## src/rtl/analyzer_pkg.sv

```systemverilog
// Shared definitions for the sample-analysis pipeline.
//   wr_state_e    : sample_framer writer states (FILL, WAIT)
//   DEF_DATA_W    : default sample width
//   DEF_FRAME_LEN : default samples per frame
//   FRAME_CNT_W   : width of the published-frame counter
package analyzer_pkg;

    typedef enum logic {
        FILL = 1'b0,
        WAIT = 1'b1
    } wr_state_e;

    localparam int DEF_DATA_W    = 12;
    localparam int DEF_FRAME_LEN = 64;
    localparam int FRAME_CNT_W   = 8;

endpackage

```

## src/rtl/sample_framer_edge_sync.sv

```systemverilog
// edge_sync: brings an asynchronous divided clock into the clk domain and
// produces a one-cycle registered strobe per rising edge of that clock.
//   clk      : system clock
//   rst_n    : asynchronous active-low reset
//   async_in : asynchronous square wave (e.g. divided sample clock)
//   strobe   : one-cycle pulse, 3 clk edges after async_in rises
module edge_sync (
    input  logic clk,
    input  logic rst_n,
    input  logic async_in,
    output logic strobe
);

    logic       s1_q;
    logic       s2_q;
    logic       s3_q;
    logic       armed_q;
    logic       strobe_q;
    logic [1:0] fill_q;

    always_ff @(posedge clk or negedge rst_n) begin
        if (!rst_n) begin
            s1_q     <= 1'b0;
            s2_q     <= 1'b0;
            s3_q     <= 1'b0;
            armed_q  <= 1'b0;
            strobe_q <= 1'b0;
            fill_q   <= '0;
        end else begin
            s1_q     <= async_in;
            s2_q     <= s1_q;
            s3_q     <= s2_q;
            fill_q   <= {fill_q[0], 1'b1};
            // The reset zeros in s1/s2 are not real observations of the input;
            // only arm once s2 carries a genuine low, so an input held high
            // through reset release never produces a strobe.
            if (fill_q[1] && !s2_q) begin
                armed_q <= 1'b1;
            end
            strobe_q <= s2_q & ~s3_q & armed_q;
        end
    end

    assign strobe = strobe_q;

endmodule

```

## src/rtl/sample_framer.sv

```systemverilog
// sample_framer: groups ADC samples into fixed-length frames in a two-bank
// buffer and publishes each completed frame to a downstream consumer.
//   clk, rst_n  : system clock, asynchronous active-low reset
//   sample_clk  : divided sample clock (asynchronous)
//   sample_in   : ADC sample, captured on each sample_clk rising edge
//   rd_addr     : read index into the published frame
//   frame_done  : consumer pulse releasing the published frame
//   frame_valid : a published frame is readable
//   rd_data     : registered read data (1-cycle latency)
//   frame_cnt   : number of frames published (wraps)
//   overrun     : sticky, at least one sample was dropped
module sample_framer
    import analyzer_pkg::*;
#(
    parameter int DATA_W    = DEF_DATA_W,
    parameter int FRAME_LEN = DEF_FRAME_LEN,
    parameter int ADDR_W    = $clog2(FRAME_LEN)
) (
    input  logic                   clk,
    input  logic                   rst_n,
    input  logic                   sample_clk,
    input  logic [DATA_W-1:0]      sample_in,
    input  logic [ADDR_W-1:0]      rd_addr,
    input  logic                   frame_done,
    output logic                   frame_valid,
    output logic [DATA_W-1:0]      rd_data,
    output logic [FRAME_CNT_W-1:0] frame_cnt,
    output logic                   overrun
);

    localparam logic [ADDR_W-1:0] LAST_ADDR = ADDR_W'(FRAME_LEN - 1);

    logic                   strobe;
    wr_state_e              state_q;
    logic                   wr_bank_q;
    logic                   rd_bank_q;
    logic [ADDR_W-1:0]      wr_addr_q;
    logic                   frame_valid_q;
    logic [FRAME_CNT_W-1:0] frame_cnt_q;
    logic                   overrun_q;
    logic [DATA_W-1:0]      rd_data_q;

    logic [DATA_W-1:0]      mem [2*FRAME_LEN];

    logic                   we;
    logic                   done_ok;
    logic                   publish;

    edge_sync u_edge_sync (
        .clk      (clk),
        .rst_n    (rst_n),
        .async_in (sample_clk),
        .strobe   (strobe)
    );

    always_comb begin
        we      = strobe && (state_q == FILL);
        done_ok = frame_done && frame_valid_q;
        // A full frame publishes immediately if the reader is free (or being
        // freed this very cycle); a held frame publishes on release.
        publish = (we && (wr_addr_q == LAST_ADDR) && (!frame_valid_q || frame_done))
               || ((state_q == WAIT) && done_ok);
    end

    always_ff @(posedge clk or negedge rst_n) begin
        if (!rst_n) begin
            state_q       <= FILL;
            wr_bank_q     <= 1'b0;
            rd_bank_q     <= 1'b1;
            wr_addr_q     <= '0;
            frame_valid_q <= 1'b0;
            frame_cnt_q   <= '0;
            overrun_q     <= 1'b0;
        end else begin
            if (strobe && (state_q == WAIT)) begin
                overrun_q <= 1'b1;
            end
            if (publish) begin
                rd_bank_q     <= wr_bank_q;
                wr_bank_q     <= ~wr_bank_q;
                wr_addr_q     <= '0;
                frame_valid_q <= 1'b1;
                frame_cnt_q   <= frame_cnt_q + 1'b1;
                state_q       <= FILL;
            end else begin
                if (done_ok) begin
                    frame_valid_q <= 1'b0;
                end
                if (we) begin
                    if (wr_addr_q == LAST_ADDR) begin
                        state_q <= WAIT;
                    end else begin
                        wr_addr_q <= wr_addr_q + 1'b1;
                    end
                end
            end
        end
    end

    // Buffer storage: no reset so it maps onto block RAM.
    always_ff @(posedge clk) begin
        if (we) begin
            mem[{wr_bank_q, wr_addr_q}] <= sample_in;
        end
    end

    always_ff @(posedge clk or negedge rst_n) begin
        if (!rst_n) begin
            rd_data_q <= '0;
        end else begin
            rd_data_q <= mem[{rd_bank_q, rd_addr}];
        end
    end

    assign frame_valid = frame_valid_q;
    assign rd_data     = rd_data_q;
    assign frame_cnt   = frame_cnt_q;
    assign overrun     = overrun_q;

endmodule

```

## config.mk

```make
export PLATFORM = sky130hd
export DESIGN_NAME = sample_framer
export DESIGN_NICKNAME = d
export VERILOG_FILES = /design/src/rtl/analyzer_pkg.sv /design/src/rtl/sample_framer_edge_sync.sv /design/src/rtl/sample_framer.sv
export SDC_FILE = /design/constraint.sdc
export NUM_CORES = 1
export LEC_CHECK = 0
export CORE_MARGIN = 2
export CORE_UTILIZATION = 40
export DETAILED_ROUTE_END_ITERATION = 7
export SYNTH_ARGS = -nofsm -noshare
export SYNTH_HDL_FRONTEND = slang
export SYNTH_HIERARCHICAL = 1
export SYNTH_SLANG_ARGS = --single-unit
```

## constraint.sdc

```tcl
create_clock -name clk -period 3.8 [get_ports clk]
set_input_delay 0.76 -clock clk [delete_from_list [all_inputs] [get_ports clk]]
set_output_delay 0.76 -clock clk [all_outputs]
set_load 0.03 [all_outputs]
```

# ---- Yosys cells after proc, flatten, opt, wreduce, memory -nomap -nowiden
# Memories as Yosys holds them, arrays and structs flattened. A register that Yosys moved wholly into a read port is not among the register bits.
# Index checks and enable logic that the tools add are counted.
dict set report word_totals {
  register_bits 26
  mem_bits_rw 1536
  in_bits 22
  out_inout_bits 22
  wordCells 50
  memories 1
}
# name words width read_ports rd_ports_with_merged_regs wr line
set mem_list {}
lappend mem_list {mem 128 12 1 1 1 sample_framer.sv:43} ;# logic [DATA_W-1:0] mem [2*FRAME_LEN];
dict set report op_classes {
  addsub 2
  eq_ne 2
  mux 10
  bitwise 5
  n_reduce_logical 17
}
# cell n
set op_table {}
lappend op_table {{$mux W6} 3}
lappend op_table {{$add A8 B1 Y8 const B} 1}
lappend op_table {{$logic_and A1 B1 Y1} 7}
lappend op_table {{$mux W1} 7}
lappend op_table {{$add A6 B1 Y6 const B} 1}
lappend op_table {{$eq A6 B6 Y1 const B} 1}
lappend op_table {{$reduce_bool A2 Y1} 3}
lappend op_table {{$reduce_and A2 Y1} 2}
lappend op_table {{$logic_not A1 Y1} 3}
lappend op_table {{$not A1 Y1} 3}
lappend op_table {{$and A1 B1 Y1} 2}
lappend op_table {{$logic_or A1 B1 Y1} 2}
lappend op_table {{$ne A2 B2 Y1 const B} 1}

# ---- Logic depth before layout (Yosys ltp)
# Gate-level depths: netlist (run 1).
dict set report logic_depth {
  depth_word 7
  mapped_depth 7
  mapped_depth_nobuf 6
}

# ---- Modules after synthesis
# Netlist (run 1), hierarchy kept.
# module instances cells_per_inst area_each_um2 seq_area_each_um2
set modules_own_cells {}
lappend modules_own_cells {sample_framer 1 2442 60045.1 46901.2}
lappend modules_own_cells {edge_sync 1 12 197.7 175.2}

# ---- Worst setup path before layout (run 1)
# Ideal clock, no wire load.
dict set report synth_timing {
  path_kind {input -> register}
  start {input rd_addr[0]}
  end {register rd_data_q[10], in the netlist rd_data[10], read port of mem}
  setup_ps 125
  t_arrival_ps 3156
  t_required_ps 3675
  setup_slack_ps 519
  path_stages 6
  path_buffers 2
  path_cell_list {buf_2 -> buf_1 -> mux4_2 -> mux4_2 -> mux4_2 -> mux2_2}
}
# item line
set synth_rtl {}
lappend synth_rtl {{start, declared} sample_framer.sv:23} ;# input logic [ADDR_W-1:0] rd_addr,
lappend synth_rtl {{end, declared} sample_framer.sv:41} ;# logic [DATA_W-1:0] rd_data_q;

# ---- Final worst setup path (run 1)
dict set report layout_timing {
  start {register wr_addr_q[2]}
  end {memory mem[91][11] (netlist bit) (enable)}
}
# item line
set layout_rtl {}
lappend layout_rtl {{start, declared} sample_framer.sv:37} ;# logic [ADDR_W-1:0] wr_addr_q;
lappend layout_rtl {{start signal, assigned} sample_framer.sv:93} ;# wr_addr_q <= wr_addr_q + 1'b1;
lappend layout_rtl {{end, declared} sample_framer.sv:43}
# Straight into the memory's write port.

==> results of run 1 <==
==> layout make-up <==
type | instances | area share
Multi-Input combinational cell | 739 | 0.179
Antenna cell | 2 | 0.0000715
Clock inverter | 94 | 0.0132
Sequential cell | 1574 | 0.672
Timing Repair Buffer | 263 | 0.0364
Tap cell | 2016 | 0.0360
Clock buffer | 205 | 0.0622
Inverter | 5 | 0.000268
==> layout by cell type (no fill, tap or decap), types with 3 or more instances in the layout <==
cell / instances
clkdlybuf4s50_1: 25
clkbuf_1: 31
clkbuf_16: 164
xnor2_1: 6
buf_4: 193
o21ai_0: 3
clkinvlp_4: 7
clkinv_2: 29
mux4_2: 504
nand3b_1: 3
bufinv_16: 12
clkinv_8: 3
xor2_1: 7
and3_1: 4
or3_2: 3
inv_16: 6
inv_1: 5
nand3_1: 9
nand4_1: 8
edfxtp_1: 1536
buf_12: 40
clkbuf_8: 10
dfrtp_1: 37
nor2b_1: 5
inv_6: 4
nor2_1: 137
nand2_1: 17
clkinv_1: 30
mux2_2: 14
==> flip-flops by register name, summed over array words and instances (netlist names) <==
signal / count
rd_bank_q: 1
rd_data: 12
frame_valid: 1
u_edge_sync/armed_q: 1
u_edge_sync/strobe: 1
u_edge_sync/s3_q: 1
u_edge_sync/fill_q: 2
mem: 1536
state_q: 1
overrun: 1
wr_addr_q: 6
u_edge_sync/s2_q: 1
u_edge_sync/s1_q: 1
wr_bank_q: 1
frame_cnt: 8
==> layer usage <==
metal	vias to the layer above	routed length, um	global-route usage	part of all wire
met4	6	3210	0.0514	0.022
li1	11161	-	-	-
met5	-	63	0.00383	0.00042
met3	207	14000	0.0550	0.094
met2	1205	69700	0.298	0.47
met1	15098	61900	0.278	0.42
==> where the power goes <==
part / internal (mW) / switching, mW
Sequential: 19.3 / 0.319
Clock: 9.01 / 6.71
Combinational: 1.08 / 1.62
Total: 29.4 / 8.65
==> through the flow <==
step	setup slack, ns	utilization	hold WS (ns)	std cells
after floorplan	0.519	-	0.331	2454
after global placement	0.163	0.432	0.332	4597
after detailed placement	0.143	0.432	0.340	4597
after CTS	0.947	0.467	0.103	4896
after global routing	0.898	0.467	0.156	4896
final	0.938	0.467	0.140	4898
==> worst reg2reg max path: cells and delay by family, from the launching register on <==
family / cells / cell delay, ns
and+or+nand+nor: 3 / 1.75
DFF: 1 / 0.51
buffers and inverters: 1 / 0.30
==> cells by family (layout without fill, tap and decap cells) <==
kind of cell,Yosys count,in the layout,share of synthesized area
AO/OA/AOI/OAI,9,9,0.000935
XOR/XNOR,13,13,0.00189
adder cells (fa/ha/maj),2,2,0.000415
buffers and inverters,141,567,0.0103
flip-flops,1574,1574,0.781
multiplexers,519,519,0.191
other,1,3,0.0000622
AND/OR/NAND/NOR,195,195,0.0137
==> worst max-delay path by stage <==
stage / startpoint / cells after the start / slack, ns / endpoint
CTS: rd_data[11] / 1 / 0.95 / rd_data[11]
global placement: rd_addr[0] / 7 / 0.16 / rd_data[4]
detailed placement: rd_addr[0] / 7 / 0.14 / rd_data[7]
floorplan: rd_addr[0] / 6 / 0.52 / rd_data[10]
global route: wr_addr_q[0] / 4 / 0.90 / mem[91][11]
finish: wr_addr_q[2] / 4 / 0.94 / mem[91][11]
==> metrics.txt, run 1 <==
vias in the first global route 28229; Synth Flop Type edfxtp_1; Nets 2769; IO Pins 44; hpwl dp 90.1 mm; CP delay by family, top simple AND/OR/NAND/NOR gates; # port buffers 43; ANT nets after route 0; final setup vio count 0; first-pass GRT wire length 211 mm; GRT Overall Usage 0.196; # H-tree levels 4; share of cells above drive strength 1 0.348; Starting Density 0.402; Post-synth EDFFs 1536; crit path max-delay cell type or3_2; setup repair bufs after CTS 0; Max Clock Skew 0.0411 ns; RR Endpoint mem[91][11]; clock buffer depth 3; min cycle time layout 2.86 ns; critical path endpoint category flop; Die X-Extent 392 um; Critical Path RT 4.30 ns; row cnt 142; Post-Syn Instances 2454; Final GP Congestion 0.801; largest net degree at the start of global routing 99; worst-path maximum fanout 14; post-synthesis sequential area ratio 0.781; area leader, netlist edfxtp_1; die area 0.154 mm2; worst vdd ir 0.431 mV; Area growth syn-to-layout 16.2%; warnings from Yosys 6; Overall Power 38.0 mW; Mapped Avg Cell Area 24.5 um2; Critical Path, Cell by Cell nand3b_1 -> or3_2 -> nor2_1 -> buf_4; post_cts resized 0; Pre-Repair DR Iteration Count 5; Worst EP arrival 3.36 ns; critical path class reg2reg; clk_lat worst skew 0.81 ns; Slew Viols, Final 0; register area 0.0471 mm2; initial antenna violation count 12; cell area after layout 0.0700 mm2; Hold-fix buffers, CTS 0; total clock sinks 1574; slew margin rel. 0.181; Fin. Hold Viols 0; DRC 0; r2r setup slk 0.94 ns; routed vias 27677; core box area 0.150 mm2; asr flop ratio synth 0.0241; fmax 0.349 GHz; placed cell area 0.0647 mm2; Cell Pwr Density 543 mW/mm2; cell with the most instances after synthesis edfxtp_1; CP peak stage delay 0.87 ns; status finished, final reports clean; WL/cell 30.4 um; flops & latches, synth 1574; root buf cell clkbuf_16; Post-synth top cells 1536 x edfxtp_1, 504 x mux4_2, 139 x nor2_1; vias per inst 5.65; top-area cell type share of the netlist area 0.766; WL final 149 mm; CTS tree done; unrepaired setup endpoints after global routing no; Worst Path Buf+Inv 1; synth top area cells edfxtp_1 77%, mux4_2 19%, dfrtp_1 1.5%; area of the multi-input gates 0.0126 mm2; total gr overflow 0; depth of the worst register-to-register path 4; Syn Std Cell Area 0.0602 mm2; crit share post-route 0.753; Hold Crit Class in2async; die height 392 um; DR iter-0 viols 3158; fillcell total 11996; number of buffers created by CTS 162; Yosys cell types 32; clock-pin transition on the worst setup and hold timing paths 0.06 ns; post-route setup TNS 0 ns; Worst-Margin Slew 1.23 ns; r2r startpoint wr_addr_q[2]; critical path launch point type flop; P_leak 21.9 nW; max cap viols 0; post-synthesis net count 2478
No activity file was read; power rests on OpenSTA's default activity.
==> run 2: changes to the inputs <==
==> constraint.sdc (replaced) <==
create_clock -name clk -period 2.8 [get_ports clk]
set_input_delay 0.56 -clock clk [delete_from_list [all_inputs] [get_ports clk]]
set_output_delay 0.56 -clock clk [all_outputs]
set_load 0.03 [all_outputs]
==> metrics.txt, run 2 (synthesis gave the netlist of run 1 again) <==
critical path launch point type input port; r2r setup slk 0.25 ns (-0.69 ns); depth of the worst register-to-register path 4 (unchanged); IO Pins 44 (unchanged); Area growth syn-to-layout 16.4%; post_cts resized 0 (unchanged); min cycle time layout 2.60 ns; post-route setup TNS 0 ns (unchanged); critical path endpoint category flop; Hold Crit Class in2reg; P_leak 22.0 nW (+0.48%); WL/cell 29.5 um (-3.1%); hold path depth 1; Overall Power 49.9 mW (+31%); Worst-Margin Slew 1.13 ns (-0.0940 ns); total gr overflow 0 (unchanged); vias in the first global route 28574 (+1.2%); clock buffer depth 3 (unchanged); Starting Density 0.402 (unchanged); max reg flops 1536 (unchanged); share of cells above drive strength 1 0.352 (+0.00411); Pre-Repair DR Iteration Count 6 (+1); Nets 2826 (+2.1%); Cell Pwr Density 712 mW/mm2 (+31%); core box area 0.150 mm2 (unchanged); CTS tree done; Critical Path RT 3.45 ns (-0.85 ns); Fin. Hold Viols 0 (unchanged); final setup vio count 0 (unchanged); number of buffers created by CTS 154 (-4.9%); total clock sinks 1574 (unchanged); critical path class in2reg; vias per inst 5.62 (-0.48%); WL final 146 mm (-2.2%); largest register by flop count mem; DRC 0 (unchanged); most frequent cells in the layout 1536 x edfxtp_1, 504 x mux4_2, 246 x buf_4; largest net degree at the start of global routing 129 (+30%); most common cell after layout, fill and taps aside edfxtp_1; placed cell area 0.0653 mm2 (+0.93%); r2r startpoint mem[98][11]; DR iter-0 viols 3287 (+4.1%); cell area after layout 0.0701 mm2 (+0.11%); Worst EP arrival 3.25 ns (-0.11 ns); fmax 0.384 GHz; # port buffers 43 (unchanged); Clk pwr share 0.393 (-0.021); initial antenna violation count 12 (unchanged); crit share post-route 0.930; status finished, final reports clean; internal power 38.8 mW (+32%); worst vdd ir 0.687 mV (+60%); routed vias 27798 (+0.44%); Slew Viols, Final 0 (unchanged); clock-pin transition on the worst setup and hold timing paths 0.06 ns (about the same); Reg power frac 0.532 (+0.017); clk_lat worst skew 0.79 ns (-0.02 ns); # H-tree levels 4 (unchanged); NetSw 11.1 mW (+28%); row cnt 142 (unchanged); Worst Hold Launch sample_clk; RR Endpoint rd_data[11]; switching share of power 0.222 (-0.00516); area of the multi-input gates 0.0125 mm2 (-0.11%); ANT nets after route 0 (unchanged); first-pass GRT wire length 207 mm (-1.7%); Final GP Congestion 0.787 (-1.7%); register area 0.0471 mm2 (unchanged); die height 392 um (unchanged); hpwl dp 91.4 mm (+1.5%); slew margin rel. 0.244 (+0.0627); worst hold endpoint u_edge_sync/s1_q; Combinational Power Share 0.074 (+0.003); GRT Overall Usage 0.192 (-0.00415); max cap viols 0 (unchanged); Post-Route Utilization 0.468 (+0.000535); worst-path maximum fanout 15 (+1); fillcell total 12050 (+0.45%); die area 0.154 mm2 (unchanged); root buf cell clkbuf_16; Max Clock Skew 0.0321 ns (-0.00905 ns); unrepaired setup endpoints after global routing no; Die X-Extent 392 um (unchanged)
run 2: cell count changes in the layout (fill, tap and decap cells not counted), moves of 6 or more:
cell and delta:
buf_12 +11, inv_16 -6, clkbuf_1 +13, clkbuf_8 -6, buf_4 +53, clkbuf_16 -6
run 2: metal layers:
| metal | part of all wire | vias up | global-route usage | routed length [um] |
|---|---|---|---|---|
| li1 | - | 11259 | - | - |
| met1 | 0.41 | 15121 | 0.271 | 59800 |
| met2 | 0.47 | 1219 | 0.296 | 69000 |
| met3 | 0.091 | 197 | 0.0481 | 13200 |
| met4 | 0.024 | 2 | 0.0540 | 3540 |
| met5 | 0.000076 | - | 0 | 11 |
run 2: per-stage QoR:
step | cells | hold slack (ns) | setup slack, ns
final | 4943 | 0.225 | 0.197
after global routing | 4939 | 0.205 | 0.172
after CTS | 4939 | 0.175 | 0.167
after detailed placement | 4661 | 0.346 | -0.611
after global placement | 4661 | 0.333 | -0.601
after floorplan | 2454 | 0.264 | 0.0206
run 2: repair_timing:
item                      in CTS  in global routing
hold buffers                   1                  0
buffers inserted               0                  0
hold endpoints to repair      24                  0
run 2: area by class of cell:
cell class	count	area share
tap	2016	0.0360
sequential	1574	0.672
clock buffer	206	0.0595
clock inverter	71	0.00816
multi-input combinational	739	0.179
timing repair buffer	328	0.0454
inverter	5	0.000268
antenna	4	0.000143
run 2: worst max-delay path by stage:
stage	startpoint	endpoint	slack [ns]	cells after the start
after floorplan	rd_addr[0]	rd_data[10]	0.02	7
after global placement	rd_addr[0]	rd_data[11]	-0.60	7
after detailed placement	rd_addr[0]	rd_data[11]	-0.61	7
after CTS	rd_data[6]	rd_data[6]	0.17	1
after global routing	rd_data[6]	rd_data[6]	0.17	1
final	rd_addr[0]	rd_data[0]	0.20	7
run 2: worst max-delay path: stages:
cell and delay, ns:
buf_8 0.11, buf_12 0.19, buf_4 0.21, mux4_2 0.60, mux4_2 0.56, mux4_2 0.64
mux2_2 0.32
run 2: power groups by stage:
stage,registers [mW],logic (mW),clock network [mW]
finish,26.6,3.71,19.6
global route,26.6,3.90,20.9
CTS,26.6,3.76,20.0
detailed placement,27.0,3.74,0
global placement,27.0,3.67,0
floorplan,26.9,1.91,0
